===== src/rtl/fadd_arb_pkg.sv =====
// Shared types and the round-robin pick function for
// arbitrating a single pipelined FP unit between requesters.
package fadd_arb_pkg;

    localparam int FP32_W  = 32;
    localparam int MAX_REQ = 8;
    localparam int IDX_W   = 3;

    typedef logic [FP32_W-1:0] fp32_t;

    typedef struct packed {
        logic             valid;
        logic [IDX_W-1:0] idx;
    } tag_t;

    // First set bit of valid at or above ptr, wrapping modulo n.
    function automatic logic [MAX_REQ-1:0] rr_pick(
        input logic [MAX_REQ-1:0] valid,
        input logic [IDX_W-1:0]   ptr,
        input int                 n
    );
        logic [MAX_REQ-1:0] pick;
        logic               found;
        logic [IDX_W-1:0]   k;
        pick  = '0;
        found = 1'b0;
        for (int i = 0; i < MAX_REQ; i++) begin
            k = IDX_W'((int'(ptr) + i) % n);
            if (i < n && !found && valid[k]) begin
                pick[k] = 1'b1;
                found   = 1'b1;
            end
        end
        return pick;
    endfunction

endpackage


===== src/rtl/fadd_arbiter_rr.sv =====
// Round-robin arbiter with a registered rotation pointer.
// Written generically so other shared FP units can reuse it.
module rr_arbiter
    import fadd_arb_pkg::*;
#(
    parameter int NREQ = 4
) (
    input  logic             clk,
    input  logic             reset,
    input  logic [NREQ-1:0]  req,
    input  logic             ptr_update,
    output logic [NREQ-1:0]  grant,
    output logic [IDX_W-1:0] grant_idx,
    output logic [IDX_W-1:0] ptr
);

    logic [MAX_REQ-1:0] pick;

    assign pick  = rr_pick(MAX_REQ'(req), ptr, NREQ);
    assign grant = pick[NREQ-1:0];

    always_comb begin
        grant_idx = '0;
        for (int i = 0; i < NREQ; i++)
            if (grant[i])
                grant_idx = IDX_W'(i);
    end

    always_ff @(posedge clk) begin
        if (reset)
            ptr <= '0;
        else if (ptr_update && |grant)
            ptr <= (grant_idx == IDX_W'(NREQ - 1)) ? '0
                                                   : grant_idx + 1'b1;
    end

endmodule


===== src/rtl/fadd_arbiter.sv =====
// Shares one fixed-latency fadd between NREQ requesters and
// routes each result back to its owner via a tag pipeline.
module fadd_arbiter
    import fadd_arb_pkg::*;
#(
    parameter int NREQ     = 4,
    parameter int FADD_LAT = 3
) (
    input  logic                     clk,
    input  logic                     reset,
    input  logic [NREQ-1:0]          req_valid,
    output logic [NREQ-1:0]          req_ready,
    input  logic [NREQ*FP32_W-1:0]   req_op1,
    input  logic [NREQ*FP32_W-1:0]   req_op2,
    output logic [NREQ-1:0]          resp_valid,
    output logic [FP32_W-1:0]        resp_result,
    output logic [FP32_W-1:0]        fadd_op1,
    output logic [FP32_W-1:0]        fadd_op2,
    input  logic [FP32_W-1:0]        fadd_result,
    output logic                     busy
);

    logic [NREQ-1:0]  req_masked;
    logic [NREQ-1:0]  grant;
    logic [IDX_W-1:0] grant_idx;
    logic [IDX_W-1:0] rr_ptr;
    fp32_t            sel_op1;
    fp32_t            sel_op2;
    tag_t             tag_q [FADD_LAT+1];

    assign req_masked = reset ? '0 : req_valid;

    rr_arbiter #(
        .NREQ(NREQ)
    ) u_rr (
        .clk       (clk),
        .reset     (reset),
        .req       (req_masked),
        .ptr_update(1'b1),
        .grant     (grant),
        .grant_idx (grant_idx),
        .ptr       (rr_ptr)
    );

    assign req_ready = grant;

    always_comb begin
        sel_op1 = '0;
        sel_op2 = '0;
        for (int i = 0; i < NREQ; i++)
            if (grant[i]) begin
                sel_op1 = req_op1[i*FP32_W +: FP32_W];
                sel_op2 = req_op2[i*FP32_W +: FP32_W];
            end
    end

    // Idle cycles issue 0+0 so the unit never sees stale operands.
    always_ff @(posedge clk) begin
        if (reset) begin
            fadd_op1 <= '0;
            fadd_op2 <= '0;
        end else begin
            fadd_op1 <= sel_op1;
            fadd_op2 <= sel_op2;
        end
    end

    always_ff @(posedge clk) begin
        if (reset) begin
            for (int i = 0; i <= FADD_LAT; i++)
                tag_q[i] <= '0;
        end else begin
            tag_q[0] <= '{valid: |grant, idx: grant_idx};
            for (int i = 1; i <= FADD_LAT; i++)
                tag_q[i] <= tag_q[i-1];
        end
    end

    assign resp_result = fadd_result;

    always_comb begin
        resp_valid = '0;
        for (int i = 0; i < NREQ; i++)
            resp_valid[i] = tag_q[FADD_LAT].valid &&
                            (tag_q[FADD_LAT].idx == IDX_W'(i));
    end

    always_comb begin
        busy = 1'b0;
        for (int i = 0; i <= FADD_LAT; i++)
            busy = busy | tag_q[i].valid;
    end

endmodule

===== config.mk =====
export PLATFORM = sky130hd
export DESIGN_NAME = fadd_arbiter
export DESIGN_NICKNAME = d
export VERILOG_FILES = /design/src/rtl/fadd_arb_pkg.sv /design/src/rtl/fadd_arbiter_rr.sv /design/src/rtl/fadd_arbiter.sv
export SDC_FILE = /design/constraint.sdc
export NUM_CORES = 1
export LEC_CHECK = 0
export CAP_MARGIN = 20
export CORE_AREA = 2 2 154 156
export CTS_CLUSTER_SIZE = 25
export DETAILED_ROUTE_END_ITERATION = 12
export DIE_AREA = 0 0 156 158
export PLACE_DENSITY = 0.68
export SLEW_MARGIN = 20
export SYNTH_ARGS = -nofsm -noshare
export SYNTH_HDL_FRONTEND = slang
export SYNTH_SLANG_ARGS = --single-unit
export TNS_END_PERCENT = 10

===== constraint.sdc =====
create_clock -name clk -period 3.8 [get_ports clk]
set_input_delay 0.76 -clock clk [delete_from_list [all_inputs] [get_ports clk]]
set_output_delay 0.76 -clock clk [all_outputs]
set_load 0.005 [all_outputs]

Word level (Yosys, flattened, before mapping). Memory sizes are Yosys's and may differ from the RTL's. Cells that the tools add are included.

Add/subtract/negate cells: 4. $mul: 0. Divide/modulo/power cells: 0. $lt $le $gt $ge: 8. Equal/unequal tests: 4. Shift operators: 0. Multiplexer cells: 43. Bitwise logic cells: 13. Reduce and logical (&&, ||, !) cells: 19.

Operators with widths (number): 32-bit 2-to-1 mux (8); 4-bit 2-to-1 mux (9); 1-bit 2-to-1 mux (15); 3-bit by 4-bit < comparator with 1-bit output, second input constant (3); 4-bit OR (3); 1-bit logical AND (11); 1-bit binary-select mux with 3-bit select (3); 1-bit demux with 3-bit select (3); 3-bit by 1-bit >= comparator with 1-bit output, second input constant (3); 1-bit OR (7); 3-bit by 2-bit == test with 1-bit output, second input constant (2); 2-bit 2-to-1 mux (3); 2-bit OR reduction (3); 2-bit by 1-bit adder with 2-bit output, second input constant (2); 2-bit adder, second input constant (2); 2-bit by 4-bit < comparator with 1-bit output, second input constant (1); 4-bit OR reduction (1); 1-bit AND, first input constant (3); 3-bit by 1-bit == test with 1-bit output, second input constant (1); 1-bit logical NOT (3); 3-bit logical NOT (1); 1-bit binary-select mux with 2-bit select (1); 1-bit demux with 2-bit select (1); 2-bit == test, second input constant (1); 2-bit by 1-bit >= comparator with 1-bit output, second input constant (1).

Flip-flop bits (word level): 66. Latch bits: 0. RAM bits: 16. Bits in read-only memories: 0. Input bits: 294. Output and inout port bits: 105. Logic and storage cells: 95. Memories kept: 1.

Memory list: tag_q (depth 4, bits a word 4, read ports 4, clocked after Yosys merged registers in 0, wr ports 4, RTL line fadd_arbiter.sv:29) `tag_t tag_q [FADD_LAT+1];`.

Depth between registers and ports, before layout. Gate-level depths: netlist (run 1).

Depth in word-level cells: 18. Depth in mapped cells: 14. Depth with buffers taken out: 9.

Cells and area by module. A second synthesis (run 1) with hierarchy kept.

Cells, all modules: 511. Area total of the unflattened synthesis: 5741.8 um^2.

By module, submodules not included: fadd_arbiter (times used 1, cells an instance 450, area an instance 5222.5 um^2, sequential area each 1601.5 um^2); rr_arbiter (times used 1, cells an instance 61, area an instance 519.2 um^2, sequential area each 40.0 um^2).

Least setup slack after synthesis (run 1). Ideal clock, no wire load.

Path type: register -> output. Start point: register u_rr.ptr[0]. End point: output req_ready[3]. Arrival: 2.547 ns. Data required time: 3.040 ns. Slack: 0.493 ns. Cell stages (with the launch flop): 11. Path buffers: 4. Cells stage by stage: dfxtp_1 > buf_2 > inv_1 > ha_1 > buf_6 > or3b_1 > a2111oi_4 > o21ai_0 > nand4_1 > buf_4 > buf_4.

Word-level cells in the longest chain between the ends: 13. Elaborated cells between the ends (all ways): 53. Classes of those cells: 3 x add/sub; 8 x order compare; 23 x mux; 6 x bitwise; 13 x reduce/logical.

RTL lines: start: declaration (RTL line fadd_arbiter_rr.sv:14) `output logic [IDX_W-1:0] ptr`; start signal: assignment (RTL line fadd_arbiter_rr.sv:33) `ptr <= (grant_idx == IDX_W'(NREQ - 1)) ? '0`; 2-bit by 1-bit adder with 2-bit output (RTL line fadd_arb_pkg.sv:28) `k = IDX_W'((int'(ptr) + i) % n);`; 2-bit OR reduction (no source line); 1-bit AND (no source line); 3-bit by 4-bit < comparator with 1-bit output (not written as such), or another cell as far along (RTL line fadd_arb_pkg.sv:30) `pick[k] = 1'b1;`; 1-bit logical AND (not written as such) / 1-bit 2-to-1 mux (equally long branches) (RTL line fadd_arb_pkg.sv:30, fadd_arb_pkg.sv:29); 1-bit 2-to-1 mux (not written as such) / 1-bit logical AND (equally long branches) (RTL line fadd_arb_pkg.sv:30, fadd_arb_pkg.sv:29); 1-bit demux with 3-bit select / 1-bit 2-to-1 mux (equally long branches); 4-bit OR (no source line) / 1-bit logical NOT (equally long branches); 4-bit 2-to-1 mux / 1-bit logical AND (equally long branches) (RTL line fadd_arb_pkg.sv:29) `if (i < n && !found && valid[k]) begin`; 4-bit OR (no source line) / 1-bit 2-to-1 mux (equally long branches); 4-bit 2-to-1 mux / 1-bit logical NOT (equally long branches) (RTL line fadd_arb_pkg.sv:29); 4-bit OR (no source line) / 1-bit logical AND (equally long branches); 4-bit 2-to-1 mux (*) (RTL line fadd_arb_pkg.sv:29); end: declaration (RTL line fadd_arbiter.sv:12) `output logic [NREQ-1:0] req_ready,`.

Every way passes the cells marked *; elsewhere a longest branch is shown, timed or not. The select of a mux whose other input is x is not followed.

Worst setup path in the final report (run 1).
Start point: input req_valid[3]. End point: output req_ready[1].

Word-level cells in the longest chain between the ends: 13. Elaborated cells between the ends (all ways): 25. Classes of those cells: 16 x mux; 3 x bitwise; 6 x reduce/logical.

RTL lines: start: declaration (RTL line fadd_arbiter.sv:11) `input logic [NREQ-1:0] req_valid,`; 4-bit 2-to-1 mux (*) (RTL line fadd_arbiter.sv:31) `assign req_masked = reset ? '0 : req_valid;`; 1-bit binary-select mux with 2-bit select (RTL line fadd_arb_pkg.sv:29); 1-bit 2-to-1 mux (not written as such) (RTL line fadd_arb_pkg.sv:29); 1-bit 2-to-1 mux (RTL line fadd_arb_pkg.sv:29); 1-bit logical NOT (RTL line fadd_arb_pkg.sv:29); 1-bit logical AND (RTL line fadd_arb_pkg.sv:29); 1-bit 2-to-1 mux (RTL line fadd_arb_pkg.sv:29); 1-bit logical NOT (RTL line fadd_arb_pkg.sv:29); 1-bit logical AND (RTL line fadd_arb_pkg.sv:29); 1-bit 2-to-1 mux (RTL line fadd_arb_pkg.sv:29); 1-bit logical NOT (RTL line fadd_arb_pkg.sv:29); 1-bit logical AND (RTL line fadd_arb_pkg.sv:29); 4-bit 2-to-1 mux (*) (RTL line fadd_arb_pkg.sv:29).

Marked as above.

==> impl_metrics.env, run 1 <==
export IMPL_drc=0
export IMPL_nets=1155
export IMPL_final_hold_viol_count=0
export IMPL_cts_setup_buffers=0
export IMPL_run_status="complete, no violations"
export IMPL_cp_data_arrival_time_ns=3.02
export IMPL_finalSetupViolCount=0
export IMPL_grt_setup_unrepaired="yes"
export IMPL_tritoncts_num_buffers=9
export IMPL_fin_cells=1149
export IMPL_core_sq_mm=0.0231
export IMPL_place_detailed_instances=1133
export IMPL_clock_root_buffer="clkbuf_16"
export IMPL_viasPerCell=5.03
export IMPL_ys_top_cells_by_area="dfxtp_1 31%, nor2b_1 9.0%, a311oi_2 8.8%, nand4_1 8.1%, nand3_1 6.6%"
export IMPL_timing_max_transition_violations_final=0
export IMPL_grt_antenna_before_repair=0
export IMPL_postSynth_topFlopCell="dfxtp_1"
export IMPL_synth_most_common_cell="dfxtp_1"
export IMPL_cp_required_ns=3.04
export IMPL_setup_tns_ns=0
export IMPL_clkTransAtPathRegs_ns=0.07
export IMPL_place_hpwl_microns=15500
export IMPL_final_setup_skew_ns=0.00731
export IMPL_synth_async_sr_flop_share_pct=0
export IMPL_cts_tree="built"
export IMPL_cts_sink_count=78
export IMPL_upper_clock_frequency_limit_ghz=0.264
export IMPL_post_route_setup_slack_ns=0.0190
export IMPL_period_minus_slack_ns=3.78
export IMPL_power_static_leakage_nw=2.85
export IMPL_total_of_flip_flops_plus_latches_after_synthesis=78
export IMPL_clock_insertion_delay_worst_skew_ns=0.34
export IMPL_critPathLaunchType="input pin"
export IMPL_floorplan_die_height_microns=158
export IMPL_netlist_cell_type_count=42
export IMPL_worst_hold_path_type="register to register"
export IMPL_syn_area_per_cell_sq_um=8.75
export IMPL_synthDominantCellAreaShare_pct=30.6
export IMPL_met1_length_microns=8640
export IMPL_first_global_vias=5603
export IMPL_edff_count_synth=0
export IMPL_topRoutingLayerUsed="met4"
export IMPL_timing_max_slew_rel_slack_pct=43.0
export IMPL_synth_fp_nets=884
export IMPL_synth_seq_area_share_pct=30.6
export IMPL_max_clock_path_buffers=2
export IMPL_wl_per_cell_microns=18.8
export IMPL_power_ir_vdd_worst_v=0.000317
export IMPL_buffer_ports_inserted=334
export IMPL_whs_path_cells=1
export IMPL_num_vias=5785
export IMPL_ys_warnings_count=0
export IMPL_synthDominantAreaCellType="dfxtp_1"
export IMPL_total_global_routing_overflow=0
export IMPL_setup_worst_path_class="input pin to output port"
export IMPL_total_power_after_layout_mw=5.15
export IMPL_insertedDiodeCount=0
export IMPL_netlist_top_cells_count="78 x dfxtp_1, 73 x nor2b_1, 67 x nand3_1"
export IMPL_route_met2_wl_microns=10500
export IMPL_ant_nets=0
export IMPL_startpoint_of_the_most_critical_register_to_register_path="u_rr.ptr[1]"
export IMPL_gr_usage_all_layers_pct=16.3
export IMPL_critPathCaptureType="output port"
export IMPL_netlist_area_sq_mm=0.00510
export IMPL_num_io_pins=399
export IMPL_drv_max_cap_violation_count=0
export IMPL_post_route_cells_drive_above_1_share_pct=11.4
export IMPL_die_area_sq_mm=0.0246
export IMPL_globalplace_congestion=0.851
export IMPL_largest_net_degree_at_the_start_of_global_routing=77
export IMPL_initial_core_util_pct=22.1
export IMPL_reg2reg_setup_slack_ns=0.59
export IMPL_worst_max_slew_pin_slew_ns=0.855
export IMPL_cts_max_level=3
export IMPL_grt_first_pass_wirelength_microns=31200
export IMPL_min_period_over_period_pct=99.5
export IMPL_met3_routed_wl_microns=1530
export IMPL_routed_wl_microns=21700
export IMPL_worst_r2r_path_cells=11
export IMPL_synthesis_instances=583
export IMPL_worstPathMaxFanout=6
export IMPL_die_x_microns=156
export IMPL_detail_route_first_pass_iterations=5
export IMPL_detailedPlace_worstSlack_ns=-0.0568
export IMPL_critical_path_reg2reg_endpoint="fadd_op1[15]"
export IMPL_hp_start="tag_q[0][1]"
export IMPL_area_growth_syn_to_layout_pct=71.0
export IMPL_worstHoldEndpoint="tag_q[1][1]"
export IMPL_power_per_cell_area_mw_per_mm2=590
export IMPL_detailedRoute_firstIterationViolations=340
export IMPL_floorplan_rows=56
-- worst max path at each step --
| stage | start | endpoint | slack (ns) | depth (start not counted) |
|---|---|---|---|---|
| 2_1_floorplan | u_rr.ptr[0] | req_ready[3] | 0.49 | 10 |
| 3_3_place_gp | req_valid[0] | req_ready[0] | -0.03 | 8 |
| 3_5_place_dp | req_valid[0] | req_ready[0] | -0.06 | 8 |
| 4_1_cts | req_valid[2] | req_ready[0] | 0.008 | 7 |
| 5_1_grt | u_rr.ptr[1] | req_ready[0] | -0.07 | 8 |
| 6_report | req_valid[3] | req_ready[1] | 0.02 | 8 |
-- critical path, cell delays in order --
cell and delay [ns]:
clkdlybuf4s50_1 0.53, or3b_1 0.36, a211oi_1 0.30, buf_4 0.18, nor2_1 0.04, o2111a_2 0.27
inv_2 0.07, clkdlybuf4s50_1 0.51
-- metrics by stage --
stage	hold slack, ns	util (%)	cell area (sq um)
after global placement	0.422	36.5	8400
final	0.430	37.8	8720
after CTS	0.433	37.8	8710
after detailed placement	0.425	36.5	8400
after global routing	0.448	37.8	8720
after floorplan	0.414	-	5100
-- layer usage --
layer  track usage (%)  vias up
met1              19.2     2727
met4              8.82        0
met3              4.00       73
met5                 0        -
met2              27.2      269
li1                  -     2716
-- registers in the layout, summed over array words and instances (netlist names) --
register and flops:
fadd_op2 32, u_rr.ptr 2, tag_q 12, fadd_op1 32
-- area by class of cell --
cell class,count,area (sq um)
Timing Repair Buffer,360,3610
Sequential cell,78,1560
Clock buffer,10,239
Clock inverter,6,70.1
Tap cell,290,363
Fill cell,2358,14300
Inverter,8,32.5
Multi-Input combinational cell,397,2840
-- cells in the final DEF, fill, tap and decap left out, types with 3 or more instances in the layout --
| master | netlist | layout |
|---|---|---|
| clkdlybuf4s50_1 | 0 | 331 |
| nand3_1 | 67 | 67 |
| o21ai_0 | 8 | 8 |
| nand4_1 | 66 | 66 |
| clkinvlp_4 | 0 | 3 |
| a311oi_2 | 30 | 30 |
| nand2b_1 | 3 | 3 |
| mux2i_1 | 5 | 5 |
| clkbuf_16 | 0 | 9 |
| dfxtp_1 | 78 | 78 |
| buf_12 | 2 | 6 |
| inv_1 | 5 | 5 |
| buf_4 | 44 | 21 |
| a211oi_1 | 3 | 3 |
| a311oi_1 | 34 | 34 |
| ha_1 | 7 | 7 |
| nand3b_1 | 5 | 5 |
| nand2_1 | 5 | 5 |
| nor2b_1 | 73 | 73 |
| a21oi_1 | 55 | 54 |
| a21oi_2 | 10 | 11 |
-- where the power goes --
group          total (mW)  internal, mW  switching [mW]
logic                3.04          1.48            1.57
registers            1.18          1.10          0.0821
clock network       0.923         0.531           0.392
-- cells by family after synthesis --
logic type,synth area share [%]
buf+inv,13.9
fa+ha+maj,1.72
mux,1.42
compound gates,25.0
simple gates,27.3
flops,30.6
-- repair_timing --
item / CTS / global route
endpoints found under the setup margin: 3 / 4
resized for setup: 1 / 3
hold buffers: 0 / 0
pin swaps: 1 / 1
Power figures use the tool's default switching activity.
==> run 2: changes to the inputs <==
==> constraint.sdc (replaced) <==
create_clock -name clk -period 3.8 [get_ports clk]
set_input_delay 0.76 -clock clk [delete_from_list [all_inputs] [get_ports clk]]
set_output_delay 0.76 -clock clk [all_outputs]
set_load 0.1 [all_outputs]
==> run 2 against run 1 <==
- sequential share of layout area decreased by 0.12 points
- core utilization up 0.26 points
- critical path type unchanged
- design area increased by 0.67%
- first-iteration DRC count up 14%
==> impl_metrics.env, run 2 (same netlist as run 1, synthesis figures left out) <==
export IMPL_die_area_sq_mm=0.0246
export IMPL_area_occupied_by_registers_sq_mm=0.00156
export IMPL_cp_data_arrival_time_ns=2.90
export IMPL_wl_per_cell_microns=19.0
export IMPL_combPwrFrac_pct=70.2
export IMPL_globalplace_congestion=0.828
export IMPL_total_global_routing_overflow=0
export IMPL_tritoncts_num_buffers=9
export IMPL_reg_largest_list="fadd_op1 (32), fadd_op2 (32), tag_q (12)"
export IMPL_mostFrequentLayoutCell="clkdlybuf4s50_1"
export IMPL_num_io_pins=399
export IMPL_grt_first_pass_wirelength_microns=31500
export IMPL_num_vias=5806
export IMPL_clock_insertion_delay_worst_skew_ns=0.35
export IMPL_detailedRoute_firstIterationViolations=388
export IMPL_min_period_over_period_pct=96.2
export IMPL_sequentialPowerShare_pct=16.5
export IMPL_place_hpwl_microns=15900
export IMPL_place_detailed_instances=1130
export IMPL_initial_core_util_pct=22.1
export IMPL_final_setup_skew_ns=0.0140
export IMPL_setup_worst_path_class="input pin to output port"
export IMPL_die_x_microns=156
export IMPL_run_status="complete, no violations"
export IMPL_critPathLaunchType="input pin"
export IMPL_timing_max_transition_violations_final=0
export IMPL_power_net_switching_mw=3.93
export IMPL_drc=0
export IMPL_finalSetupViolCount=0
export IMPL_final_hold_viol_count=0
export IMPL_pwr_share_clk_pct=13.2
export IMPL_clkTransAtPathRegs_ns=0.07
export IMPL_detailedPlace_worstSlack_ns=0.113
export IMPL_total_power_after_layout_mw=7.10
export IMPL_intPower_mw=3.17
export IMPL_worst_max_slew_pin_slew_ns=1.12
export IMPL_power_static_leakage_nw=2.88
export IMPL_most_common_layout_cells="328 x clkdlybuf4s50_1, 78 x dfxtp_1, 73 x nor2b_1"
export IMPL_post_route_setup_slack_ns=0.143
export IMPL_core_sq_mm=0.0231
export IMPL_switching_share_pct=55.3
export IMPL_cts_max_level=3
export IMPL_grt_setup_unrepaired="no"
export IMPL_post_route_cells_drive_above_1_share_pct=11.4
export IMPL_finalHoldWorstSlack_ns=0.429
export IMPL_buffer_ports_inserted=334
export IMPL_power_ir_vdd_worst_v=0.000374
export IMPL_viasPerCell=5.07
export IMPL_max_clock_path_buffers=2
export IMPL_largest_net_degree_at_the_start_of_global_routing=68
export IMPL_fillCellCount=2305
export IMPL_cp_required_ns=3.04
export IMPL_multiInputGateArea_sq_mm=0.00284
export IMPL_floorplan_rows=56
export IMPL_floorplan_die_height_microns=158
export IMPL_ant_nets=0
export IMPL_worstPathMaxFanout=8
export IMPL_cts_setup_buffers=0
export IMPL_nets=1152
export IMPL_period_minus_slack_ns=3.66
export IMPL_critPathCaptureType="output port"
export IMPL_gr_usage_all_layers_pct=16.6
export IMPL_setup_tns_ns=0
export IMPL_upper_clock_frequency_limit_ghz=0.273
export IMPL_worst_hold_path_type="register to register"
export IMPL_timing_max_slew_rel_slack_pct=24.9
export IMPL_cts_sink_count=78
export IMPL_cts_resized_gates=0
export IMPL_routed_wl_microns=21800
export IMPL_insertedDiodeCount=0
export IMPL_hold_buffers_post_cts=0
export IMPL_detail_route_first_pass_iterations=5
export IMPL_power_per_cell_area_mw_per_mm2=809
export IMPL_grt_antenna_before_repair=0
export IMPL_fin_cells=1146
export IMPL_first_global_vias=5556
export IMPL_drv_max_cap_violation_count=0
export IMPL_area_growth_syn_to_layout_pct=72.1
export IMPL_cts_tree="built"
export IMPL_clock_root_buffer="clkbuf_16"
==> run 2: cell count changes in the layout (fill, tap and decap cells not counted), moves of 3 or more <==
cell             previous run  this run
clkdlybuf4s50_1           331       328
buf_4                      21        15
inv_6                       1         4
clkinvlp_4                  3         0
buf_12                      6        14
==> run 2: power by group through the flow <==
stage / registers [mW] / logic, mW / clock network, mW
floorplan: 2.86 / 2.16 / 0
global placement: 1.20 / 4.96 / 0
detailed placement: 1.20 / 4.99 / 0
CTS: 1.18 / 5.00 / 0.982
global route: 1.20 / 5.22 / 1.01
finish: 1.17 / 4.99 / 0.940
==> run 2: path summary, 6_finish.rpt <==
path | endpoint | cells past startpoint | slack [ns] | start
max | req_ready[1] | 7 | 0.14 | req_valid[2]
min reg2reg | tag_q[3][0] | 1 | 0.43 | tag_q[2][0]
min | tag_q[3][0] | 1 | 0.43 | tag_q[2][0]
max reg2reg | fadd_op1[26] | 9 | 0.68 | u_rr.ptr[0]
==> run 2: stage by stage <==
| stage | instance area [sq um] | util, % |
|---|---|---|
| after detailed placement | 8470 | 36.7 |
| after CTS | 8780 | 38.1 |
| after global placement | 8470 | 36.7 |
| after floorplan | 5100 | - |
| final | 8780 | 38.1 |
| after global routing | 8780 | 38.1 |
==> run 2: area by class of cell <==
class	instances	share of cell area, %
Multi-Input combinational cell	397	32.3
Timing Repair Buffer	357	41.9
Inverter	8	0.371
Clock buffer	9	2.57
Clock inverter	7	0.969
Tap cell	290	4.13
Sequential cell	78	17.8
==> run 2: critical path: stages <==
cell and delay (ns):
clkdlybuf4s50_1 0.59, or3b_1 0.42, a2111oi_4 0.40, nor2_1 0.11, o2111a_2 0.30, inv_2 0.12, buf_12 0.18
==> run 2: layer usage <==
layer / GRT usage (%) / wire, microns / vias to the layer above
met5: 0 / 0 / -
met4: 9.39 / 989 / 0
met3: 3.28 / 1510 / 71
met2: 27.8 / 10700 / 272
met1: 20.0 / 8590 / 2753
li1: - / - / 2710
